## config.mk

```make
export PLATFORM = sky130hd
export DESIGN_NAME = alu_result_bcd
export DESIGN_NICKNAME = d
export VERILOG_FILES = /design/src/rtl/alu_result_bcd.sv
export SDC_FILE = /design/constraint.sdc
export NUM_CORES = 1
export LEC_CHECK = 0
export BUFFER_PORTS_ARGS = -buffer_cell sky130_fd_sc_hd__buf_2
export CORE_MARGIN = 8
export CORE_UTILIZATION = 51
export DETAILED_ROUTE_END_ITERATION = 12
export MAX_ROUTING_LAYER = met4
export PLACE_DENSITY = 0.75
export SLEW_MARGIN = 0
export SYNTH_ARGS = -nofsm -noshare
export SYNTH_HDL_FRONTEND = slang
export SYNTH_SLANG_ARGS = --single-unit
```

## constraint.sdc

```tcl
create_clock -name clk -period 1.5 [get_ports clk]
set_input_delay 0.45 -clock clk [delete_from_list [all_inputs] [get_ports clk]]
set_output_delay 0.45 -clock clk [all_outputs]
set_load 0.03 [all_outputs]
```

## src/rtl/alu_result_bcd.sv

```systemverilog
// Sequential 14-bit binary to 4-digit packed BCD converter (double-dabble) with valid/ready on both sides.
// Optional leading-zero blank mask output enabled by defining BCD_BLANK_EN.
module alu_result_bcd #(
  parameter int unsigned IN_W    = 14,
  parameter int unsigned MAX_VAL = 9999
) (
  input  logic            clk,
  input  logic            rst_n,
  input  logic            in_valid,
  output logic            in_ready,
  input  logic [IN_W-1:0] in_data,
  output logic            out_valid,
  input  logic            out_ready,
  output logic [15:0]     bcd,
  output logic            ovf
`ifdef BCD_BLANK_EN
  ,
  output logic [3:0]      blank
`endif
);

  localparam int unsigned BCD_W = 16;
  localparam int unsigned DIG_N = 4;
  localparam int unsigned CNT_W = $clog2(IN_W + 1);
  localparam logic [IN_W-1:0]  MAX_V    = IN_W'(MAX_VAL);
  localparam logic [CNT_W-1:0] LAST_CNT = CNT_W'(IN_W - 1);

  typedef enum logic [1:0] {IDLE, SHIFT, DONE} state_t;

  state_t             state, state_d;
  logic [IN_W-1:0]    sh, sh_d;
  logic [BCD_W-1:0]   acc, acc_d, acc_adj;
  logic [CNT_W-1:0]   cnt, cnt_d;
  logic               ovf_pend, ovf_pend_d;
  logic [BCD_W-1:0]   bcd_d;
  logic               ovf_d, out_valid_d, in_ready_d;

  // Add-3 correction for every digit that would overflow past 9 when doubled
  always_comb begin
    for (int i = 0; i < int'(DIG_N); i++) begin
      acc_adj[4*i +: 4] = (acc[4*i +: 4] >= 4'd5) ? acc[4*i +: 4] + 4'd3 : acc[4*i +: 4];
    end
  end

  // Next-state and next-output logic; everything lands in registers below
  always_comb begin
    state_d     = state;
    sh_d        = sh;
    acc_d       = acc;
    cnt_d       = cnt;
    ovf_pend_d  = ovf_pend;
    bcd_d       = bcd;
    ovf_d       = ovf;
    out_valid_d = out_valid;
    case (state)
      IDLE: begin
        if (in_valid) begin
          state_d    = SHIFT;
          sh_d       = in_data;
          acc_d      = '0;
          cnt_d      = '0;
          ovf_pend_d = (in_data > MAX_V);
        end
      end
      SHIFT: begin
        // Out-of-range values skip the shift engine and saturate one cycle after accept
        if (ovf_pend) begin
          ovf_pend_d  = 1'b0;
          bcd_d       = 16'h9999;
          ovf_d       = 1'b1;
          out_valid_d = 1'b1;
          state_d     = DONE;
        end else begin
          acc_d = (acc_adj << 1) | BCD_W'(sh[IN_W-1]);
          sh_d  = sh << 1;
          cnt_d = cnt + CNT_W'(1);
          if (cnt == LAST_CNT) begin
            bcd_d       = acc_d;
            ovf_d       = 1'b0;
            out_valid_d = 1'b1;
            state_d     = DONE;
          end
        end
      end
      DONE: begin
        if (out_ready) begin
          out_valid_d = 1'b0;
          state_d     = IDLE;
        end
      end
      default: state_d = IDLE;
    endcase
    in_ready_d = (state_d == IDLE);
  end

  always_ff @(posedge clk or negedge rst_n) begin
    if (!rst_n) begin
      state     <= IDLE;
      sh        <= '0;
      acc       <= '0;
      cnt       <= '0;
      ovf_pend  <= 1'b0;
      bcd       <= '0;
      ovf       <= 1'b0;
      out_valid <= 1'b0;
      in_ready  <= 1'b1;
    end else begin
      state     <= state_d;
      sh        <= sh_d;
      acc       <= acc_d;
      cnt       <= cnt_d;
      ovf_pend  <= ovf_pend_d;
      bcd       <= bcd_d;
      ovf       <= ovf_d;
      out_valid <= out_valid_d;
      in_ready  <= in_ready_d;
    end
  end

`ifdef BCD_BLANK_EN
  logic bcd_load;

  // Leading zeros blank left to right; the ones digit always shows
  function automatic logic [3:0] blank_of(input logic [15:0] v);
    logic [3:0] b;
    b[3] = (v[15:12] == 4'd0);
    b[2] = b[3] & (v[11:8] == 4'd0);
    b[1] = b[2] & (v[7:4] == 4'd0);
    b[0] = 1'b0;
    return b;
  endfunction

  assign bcd_load = (state == SHIFT) && (ovf_pend || (cnt == LAST_CNT));

  always_ff @(posedge clk or negedge rst_n) begin
    if (!rst_n) begin
      blank <= 4'b1110;
    end else if (bcd_load) begin
      blank <= blank_of(bcd_d);
    end
  end
`endif

endmodule

```

# Word-level counts from Yosys, hierarchy flattened
# Cells that the tools add are included.
# totals
output_inout_bits,19
inputBits,18
ff_bits,56
# classes
magnitude_cmp,5
eq_ne,7
reduce_logical,9
n_mux,28
n_addsub,5
bitwise,1
# ops
operator,count
$mux 16,4
$pmux 16 s2,1
$mux 14,2
$pmux 14 s2,1
$mux 4,5
$ge 4x3->1 const B,4
$or 16x1->16,1
$gt 14x14->1 const B,1
$add 4x2->4 const B,3
$mux 2,4
$pmux 4 s2,1
$mux 1,6
$ne 2x2->1 const B,3
$pmux 2 s3,1
$reduce_and 3->1,2
$reduce_bool 2->1,3
$add 4x1->4 const B,1
$eq 4x4->1 const B,1
$logic_not 2->1,2
$pmux 1 s2,2
$reduce_and 2->1,2
$add 3x2->3 const B,1
$mux 3,1
$ne 3x3->1 const B,1
2 further kinds,2

# Longest topological paths before layout
# Gate-level depths: netlist (run 1).
# logic_depth
word_depth,5
mapped_depth,8
depth_no_buf,6

# Least setup slack after synthesis (run 1)
# Ideal clock, no wire load.
# synth_timing
kind,register -> register
start,reg cnt[0]
end,reg bcd[4]
synth_period_minus_slack_ps,1518
path_stages_with_launch,7
t_arrival_ps,1393
path_slack_ps,-18
cell_sequence,dfrtp_1 -> ha_1 -> and3_1 -> clkbuf_1 -> or3_2 -> o21ai_0 -> a21oi_1
# synth_via
elab_chain_cells,3
# synth_rtl
element,line_no,rtl
"start, declared",33,"logic [CNT_W-1:0] cnt, cnt_d;"
"start signal, assigned",111,cnt <= cnt_d;
$eq 4x4->1,77,if (cnt == LAST_CNT) begin
$reduce_bool 2->1 (no source line),-,
$reduce_and 2->1 (no source line),-,
"end signal, assigned",103,bcd <= '0;
"end signal, assigned",113,bcd <= bcd_d;
"end, declared",14,"output logic [15:0] bcd,"
# Every way passes these cells.
# A chain may end at the register's enable or synchronous reset.

# Worst setup path in the final report (run 1)
# layout_timing
start,reg state[1]
end,reg acc[15]
# layout_via
elab_chain_cells,3
word_cells_on_any_way,7
classes_between,3 x eq/ne; 1 x mux; 3 x reduce/logical
# layout_rtl
element,line_no,rtl
"start, declared",30,"state_t state, state_d;"
"start signal, assigned",108,state <= state_d;
$eq 2x1->1 / $logic_not 2->1 (equally long branches),55,case (state)
$ne 2x2->1 (no source line) / $reduce_bool 2->1 (equally long branches),-,
$reduce_and 3->1 (no source line),-,
"end signal, assigned",100,acc <= '0;
"end signal, assigned",110,acc <= acc_d;
"end, declared",32,"logic [BCD_W-1:0] acc, acc_d, acc_adj;"
# Several ways; a longest one is shown, not always the timed one.

==> run metrics, run 1 <==
port bufs=36; post-synth top area share=51.5%; CP required=1.71 ns; crit path max fanout=5; Post-DRT Antenna Nets=0; EDFF count, synth=0; status=completed; CORE AREA=5070 sq um; Worst setup EP type=register; Clock Skew=0.00949 ns; Syn Inst Count=246; sequential area share after synthesis=52.5%; fin. max-slew vios=0; dpl ws=-0.0878 ns; design area=3370 sq um; Fillers=406; Layout Nets=341; xor/xnor share of the synthesized area=1.97%; GPL Wtd Cong=0.834; area leader, netlist=dfrtp_1; Synth-to-Final Area Change=26.3%; largest net degree at the start of global routing=57; Crit Path Category=reg2reg; Yosys cell types=46; IO Pins=37; Worst Tran Pin Value=0.375 ns; final setup violating endpoints=0; Synth area leaders=dfrtp_1 52%, a22o_1 5.9%, mux2i_1 4.9%; peak supply drop=0.00136 V; leading register cell type out of synthesis=dfrtp_1; syn nets=274; Vias per Instance=5.31; RSZ-0062 raised after global routing=true; CTS Buf Count=5; Compound-Gate Fraction of Synth Area=18.0%; H-tree Lvls=2; Chip Height=88.4 microns; total track usage=15.8%; share of cells above drive strength 1=36.2%; largest family of logic cells by synthesized area=compound AO/OA/AOI/OAI gates; DR vias=2030; P_leak=1.59 nW; global-route wire length before repair=9380 microns; Synth top cells by count=55 x dfrtp_1, 29 x nand2_1, 23 x o21ai_0; Post-Syn Area=2670 sq um; asr flop ratio synth=100%; final wirelength=5830 microns; most frequent cell after synthesis=dfrtp_1; WP data arrival=1.68 ns; dpl cell area=3090 sq um; Clock Latency Late Sink=0.31 ns; period utilization=97.9%; Initial Utilization=52.6%; pwr dens=2200 nW/um^2; Hold Path Class=in2async; Yosys reg bits=56; yosys warns=0; die width=88.4 microns; initial DRC count=100; clock period minus worst slack=1.47 ns; Slew HR=74.7%; row cnt=26; final number of hold-violating endpoints=0; post-route worst setup slack=0.0310 ns; Synth Area in Adders=4.69%; DRT Pass-1 Iters=4; Final Power=7.43 mW; GRT overflow=0; CTS root buffer=clkbuf_8; vias in the first global route=2070; Worst setup SP type=register; drt drc=0; Sink Count=56; mux contribution to synthesized area=4.87%; post-synthesis simple-gate area fraction=13.1%; initial antenna violation count=0; clk buf depth=2; r2r setup slk=0.03 ns; Reg2Reg Depth=5; DP HPWL=3970 microns; FMAX=681 MHz; die footprint=7810 sq um; drt wl/cell=15.3 microns; Reg clk slew, reported paths=0.10 ns; CTS tree=built; Mapped Avg Cell Area=10.9 sq um; max cap viols=0; ANT cells=0
-- final timing paths --
path / start / end
max: state[1]$_DFF_PN0_ / acc[15]$_DFFE_PN0P_
min: rst_n / bcd[9]$_DFFE_PN0P_
max reg2reg: state[1]$_DFF_PN0_ / acc[15]$_DFFE_PN0P_
min reg2reg: sh[11]$_DFFE_PN0P_ / sh[11]$_DFFE_PN0P_
max in group asynchronous: rst_n / in_ready$_DFF_PN1_
min in group clk: in_data[0] / sh[0]$_DFFE_PN0P_
-- cell families after synthesis --
kind of cell	count (synthesis)
compound gates	73
simple gates	66
flops	56
buf+inv	22
mux	13
fa+ha+maj	10
xor+xnor	6
-- timing repair --
item	CTS	global route
hold buffers	0	0
gates resized for setup	5	31
setup buffers	1	8
setup endpoints to repair	13	33
pin swaps	0	12
-- layout make-up --
| cell class | instances | area, sq um | share of cell area, % |
|---|---|---|---|
| Sequential cell | 56 | 1400 | 41.6 |
| Tap cell | 70 | 87.6 | 2.60 |
| Multi-Input combinational cell | 168 | 1240 | 36.9 |
| Inverter | 10 | 37.5 | 1.11 |
| Clock inverter | 1 | 30.0 | 0.891 |
| Clock buffer | 5 | 68.8 | 2.04 |
| Timing Repair Buffer | 72 | 499 | 14.8 |
-- sequential cells by signal (all words and copies together), names as in the netlist --
register   cells
bcd           16
cnt            4
acc           16
ovf_pend       1
state          2
in_ready       1
sh            14
ovf            1
out_valid      1
-- metal layers --
layer	global-route usage, %	vias up	wire (microns)
met4	4.61	0	68
met1	19.1	985	2700
li1	-	1002	-
met5	-	-	0
met2	25.7	35	2830
met3	3.62	8	238
-- placed cells by master, fill, tap and decap left out, types with 5 or more instances in the layout --
cell type / n
dfrtp_1: 54
buf_2: 36
buf_4: 30
nand2_1: 28
o21ai_0: 19
a22o_1: 18
nor2_1: 13
mux2i_1: 11
a21oi_1: 8
inv_1: 6
ha_2: 5
ha_1: 5
clkbuf_8: 5
-- stage by stage --
step                      util, %  setup TNS [ns]  std cells  hold slack, ns
after floorplan                 -               0        246           0.154
after global placement       60.8         -0.0683        367           0.460
after detailed placement     60.8          -0.165        367           0.465
after CTS                    63.3               0        374           0.132
after global routing         66.4          -0.263        382           0.148
final                        66.4               0        382           0.126
-- worst max-delay path: stages, from the launching register on --
cell and delay [ns]:
dfrtp_2 0.46, or3b_4 0.42, buf_4 0.17, nand2b_4 0.06
o31ai_1 0.06, a32o_1 0.20
-- report_power, final --
group / switching, mW / internal, mW
combinational: 2.06 / 1.87
sequential: 0.458 / 2.09
clock: 0.461 / 0.480
total: 2.98 / 4.44
(Power assumes the default switching activity.)
==> run 2: changes to the inputs <==
CORE_ASPECT_RATIO = 1.25   (was not set)
PLACE_DENSITY = not set   (was 0.75)
PLACE_DENSITY_LB_ADDON = 0.05   (was not set)
SLEW_MARGIN = 20   (was 0)
==> run 2 against run 1 <==
Effect of this change:
- via count is 1.0% higher
- largest cell class unchanged
- sequential power barely moved
- largest power group unchanged
- clock power fell by 17%
- wire length shrank 3.2%
- non-clock buffer count grew 2
- final cell count fell by 1.3%
- global-route usage is 0.21 points lower
- sequential cell count unchanged
- die area rose by 0.18%
- worst hold slack got worse by 0.0080 ns
- critical path depth decreased by 4
- combinational power is 5% lower
==> run metrics, run 2 (synthesis gave the netlist of run 1 again) <==
status=completed; CTS root buffer=clkbuf_8; final setup violating endpoints=0 (unchanged); most frequent cells in the layout=54 x dfrtp_1, 36 x buf_2, 33 x buf_4; Worst Tran Pin Value=0.302 ns (-0.0727 ns); crit path max fanout=1 (-4); CP required=1.05 ns (-0.66 ns); Initial Utilization=52.6% (about the same); Sw Pwr=2.88 mW (-3.3%); commonest non-fill, non-tap cell in the layout=dfrtp_1; peak supply drop=0.000978 V (-28%); FMAX=686 MHz (+0.73%); Setup TNS=0 ns (unchanged); RSZ-0062 raised after global routing=true; clk buf depth=2 (unchanged); fin. max-slew vios=0 (unchanged); final wirelength=5650 microns (-3.2%); pwr dens=2110 nW/um^2 (-4.1%); clock period minus worst slack=1.46 ns (-0.0107 ns); DR vias=2051 (+1.0%); die width=80.7 microns (-8.6%); Slew HR=79.6% (+4.9 points); drt drc=0 (unchanged); CP max-delay cell=dfstp_2; Reg clk slew, reported paths=0.09 ns (about the same); combinational share of power=53.0% (about the same); Sink Count=56 (unchanged); max incr delay on CP=0.52 ns (+0.06 ns); Internal Power=4.18 mW (-5.9%); GRT overflow=0 (unchanged); Largest regs=acc (16), bcd (16), sh (14); global-route wire length before repair=9650 microns (+2.8%); period utilization=97.2% (-0.71 points); CTS Buf Count=5 (unchanged); sequential share of power=35.9% (+1.6 points); GPL Wtd Cong=0.791 (-5.2%); Worst setup EP type=output port; initial antenna violation count=0 (unchanged); P_leak=1.59 nW (+0.14%); share of cells above drive strength 1=36.2% (about the same); largest net degree at the start of global routing=57 (unchanged); H-tree Lvls=2 (unchanged); cells along the critical path=buf_2; Vias per Instance=5.44 (+2.4%); ANT cells=0 (unchanged); Worst setup SP type=register; port bufs=36 (unchanged); Clock Skew=0.00627 ns (-0.00322 ns); Final Power=7.07 mW (-4.8%); CORE AREA=5080 sq um (about the same); total track usage=15.6% (-0.21 points); clock power share=11.1% (-1.6 points); crit-path leading delay family=flip-flops; Post-DRT Antenna Nets=0 (unchanged); row cnt=29 (+12%); Clock Latency Late Sink=0.31 ns (about the same); drt wl/cell=15.0 microns (-1.9%); Chip Height=96.9 microns (+9.7%); final number of hold-violating endpoints=0 (unchanged); r2r setup slk=0.04 ns (about the same); DRT Pass-1 Iters=4 (unchanged); die footprint=7820 sq um (+0.18%); WP buf/inv=1 (unchanged); Layout Nets=343 (+0.59%); Synth-to-Final Area Change=25.4%; switch share=40.8% (+0.66 points); Post-CTS Hold Buffers=0 (unchanged); max cap viols=0 (unchanged); Hold Path Class=in2async; DP HPWL=4120 microns (+3.7%); IO Pins=37 (unchanged); initial DRC count=91 (-9.0%); vias in the first global route=2110 (+1.9%); CTS tree=built; Crit Path Category=reg2out; WP data arrival=1.01 ns (-0.67 ns)
## run 2: cell count changes in the layout (fill, tap and decap cells not counted), sizes merged
cell	delta
bufinv	-1
clkbuf	+1
buf	+2
clkinv	+1
## run 2: repair_timing
action	CTS	global route
resized for setup	10	25
setup endpoints to repair	47	29
setup buffers	2	5
pin swaps	2	9
hold endpoints to repair	0	0
## run 2: final timing paths
| path | start | end | depth (start not counted) |
|---|---|---|---|
| max in group asynchronous | rst_n | in_ready$_DFF_PN1_ | 2 |
| worst min-delay path | rst_n | bcd[9]$_DFFE_PN0P_ | 2 |
| min in group clk | out_ready | state[1]$_DFF_PN0_ | 2 |
| worst max-delay path | in_ready$_DFF_PN1_ | in_ready | 1 |
| worst max register to register | state[1]$_DFF_PN0_ | acc[15]$_DFFE_PN0P_ | 4 |
| worst min register to register | sh[5]$_DFFE_PN0P_ | sh[5]$_DFFE_PN0P_ | 2 |
## run 2: metal layers
| metal | track usage [%] | wire (microns) |
|---|---|---|
| met1 | 17.9 | 2430 |
| met2 | 26.2 | 2900 |
| met3 | 2.69 | 202 |
| met4 | 5.79 | 106 |
| met5 | - | 0 |
## run 2: final cells by class
type,count,area [sq um]
Inverter,10,37.5
Multi-Input combinational cell,168,1250
Tap cell,62,77.6
Timing Repair Buffer,74,502
Sequential cell,56,1400
Clock inverter,1,5.00
Fill cell,412,1730
Clock buffer,6,72.6
## run 2: metrics by stage
stage / hold WS (ns) / instance area [sq um] / utilization, % / instances / setup slack [ns]
detailed placement: 0.470 / 3100 / 60.9 / 363 / -0.173
floorplan: 0.154 / 2670 / - / 246 / 0.00420
global route: 0.140 / 3350 / 65.9 / 377 / -0.0110
global placement: 0.462 / 3100 / 60.9 / 363 / -0.121
finish: 0.119 / 3350 / 65.9 / 377 / 0.0417
CTS: 0.134 / 3220 / 63.3 / 372 / 0.000445
## run 2: power by group through the flow
stage	Sequential [mW]	Clock (mW)	Combinational, mW
after floorplan	2.76	0	2.10
after global placement	2.51	0	3.30
after detailed placement	2.52	0	3.37
after CTS	2.51	0.819	3.45
after global routing	2.62	0.875	4.13
final	2.54	0.781	3.75
==> run 3: changes to the inputs <==
PLACE_DENSITY_LB_ADDON = 0.25   (was 0.05)
==> run 3 against run 2 <==
Effect of this change:
- clock skew up 0.0044 ns
- final area up 4.0%
- sequential power about the same
- critical path type is now reg2reg
- first-iteration DRC count up 40%
- core utilization up 2.6 points
==> run metrics, run 3 (synthesis gave the netlist of run 1 again) <==
port bufs=36 (unchanged); CP max-delay cell=dfrtp_2; die footprint=7820 sq um (unchanged); max incr delay on CP=0.47 ns (-0.05 ns); crit path max fanout=7 (+6); fin. max-slew vios=0 (unchanged); Reg clk slew, reported paths=0.10 ns (about the same); CP dominant cell by count=buf_6; Fillers=373 (-9.5%); row cnt=29 (unchanged); Worst setup SP type=register; drt drc=0 (unchanged); RSZ-0062 raised after global routing=true; total track usage=16.3% (+0.73 points); FMAX=668 MHz (-2.6%); vias in the first global route=2192 (+3.9%); Clock Latency Late Sink=0.31 ns (about the same); DR vias=2117 (+3.2%); crit-path leading delay family=flip-flops; period utilization=99.8% (+2.6 points); final number of hold-violating endpoints=0 (unchanged); peak supply drop=0.00111 V (+14%); Slew HR=69.4% (-10 points); die width=80.7 microns (unchanged); Final Util=68.5% (+2.6 points); most frequent cells in the layout=54 x dfrtp_1, 35 x buf_2, 29 x buf_4; H-tree Lvls=2 (unchanged); ANT cells=0 (unchanged); GPL Wtd Cong=0.787 (-0.46%); final wirelength=6250 microns (+11%); Post-CTS Hold Buffers=0 (unchanged); WP data arrival=1.69 ns (+0.68 ns); GRT overflow=0 (unchanged); status=completed; Crit Path Category=reg2reg; Hold Path Class=in2async; commonest non-fill, non-tap cell in the layout=dfrtp_1; CTS root buffer=clkbuf_8; global-route wire length before repair=10100 microns (+5.1%); Initial Utilization=52.6% (unchanged); Post-DRT Antenna Nets=0 (unchanged); DRT Pass-1 Iters=4 (unchanged); CORE AREA=5080 sq um (unchanged); CTS Buf Count=5 (unchanged); pwr dens=2220 nW/um^2 (+5.1%); clk buf depth=2 (unchanged); Layout Nets=345 (+0.58%); Sink Count=56 (unchanged); DP HPWL=4370 microns (+6.2%); final setup violating endpoints=0 (unchanged); Largest regs=acc (16), bcd (16), sh (14); drt wl/cell=16.4 microns (+9.8%); WP buf/inv=2 (+1); Placed Instances=364 (+0.28%); initial antenna violation count=0 (unchanged); Setup TNS=0 ns (unchanged); Chip Height=96.9 microns (unchanged); largest net degree at the start of global routing=25 (-56%); Reg2Reg Depth=6 (+2); fin cells=380 (+0.80%); CTS tree=built; IO Pins=37 (unchanged); max cap viols=0 (unchanged); initial DRC count=127 (+40%); Crit path depth=6 (+5); Clock Skew=0.0107 ns (+0.00438 ns); CP required=1.69 ns (+0.64 ns); clock period minus worst slack=1.50 ns (+0.0394 ns); Synth-to-Final Area Change=30.3%; share of cells above drive strength 1=40.3% (+4.1 points); Vias per Instance=5.57 (+2.4%); P_leak=1.62 nW (+1.9%); cells along the critical path=buf_6 > nor3b_4 > buf_6 > nand4_1 > xor2_1 > nor2_1; Worst Tran Pin Value=0.459 ns (+0.157 ns); Worst setup EP type=register
[run 3: cell count changes in the layout (fill, tap and decap cells not counted), moves of 2 or more]
cell,change
mux2i_2,+2
inv_2,+4
buf_4,-4
mux2i_1,-2
a21oi_1,-2
buf_6,+6
o21ai_0,-2
inv_1,-4
[run 3: layer usage]
layer	global-route usage, %	part of all wire [%]	vias to the layer above
li1	-	-	1013
met1	19.8	43	1037
met2	26.4	51	54
met3	3.15	3.9	13
met4	5.24	2.6	0
met5	-	0	-
[run 3: layout make-up]
cell class | count | area [sq um] | share of cell area, %
Multi-Input combinational cell | 168 | 1290 | 37.2
Tap cell | 62 | 77.6 | 2.23
Inverter | 10 | 37.5 | 1.08
Timing Repair Buffer | 76 | 554 | 15.9
Sequential cell | 56 | 1400 | 40.3
Clock buffer | 5 | 68.8 | 1.98
Clock inverter | 3 | 42.5 | 1.22
[run 3: repair_timing]
action                     in CTS  in global routing
gates cloned                    0                  0
pin swaps                       2                 13
resized for setup              14                 44
hold endpoints to repair        0                  0
setup endpoints to repair      30                 42
setup buffers                   3                  5
[run 3: power by group]
part	leakage, nW	switching (mW)	internal [mW]	total, mW
sequential	0.695	0.481	2.09	2.57
combinational	0.873	2.16	1.99	4.15
clock	0.0541	0.509	0.495	1.00
[run 3: through the flow]
step / setup slack [ns] / instance area (sq um) / power [mW] / hold slack [ns]
3_3_place_gp: -0.0794 / 3120 / 5.88 / 0.415
5_1_grt: -0.0654 / 3480 / 8.23 / 0.0892
3_5_place_dp: -0.130 / 3120 / 6.01 / 0.418
6_report: 0.00234 / 3480 / 7.72 / 0.0726
4_1_cts: 0.00474 / 3290 / 7.17 / 0.0820
2_1_floorplan: 0.00420 / 2670 / 4.86 / 0.154
[run 3: worst register-to-register path: cells and delay by family, from the launching register on]
kind / cells / cell delay (ns)
flops: 1 / 0.47
simple gates: 3 / 0.42
buf+inv: 2 / 0.31
xor+xnor: 1 / 0.18
[run 3: path summary, 6_finish.rpt]
kind                                     from                    end  slack, ns
setup / recovery           state[1]$_DFF_PN0_     cnt[3]$_DFFE_PN0P_      0.002
hold / removal                          rst_n  out_valid$_DFFE_PN0P_       0.07
setup reg to reg           state[1]$_DFF_PN0_     cnt[3]$_DFFE_PN0P_      0.002
hold reg to reg            sh[11]$_DFFE_PN0P_     sh[11]$_DFFE_PN0P_       0.49
max in group asynchronous               rst_n     acc[3]$_DFFE_PN0P_       0.95
min in group clk                    out_ready     state[1]$_DFF_PN0_       0.34
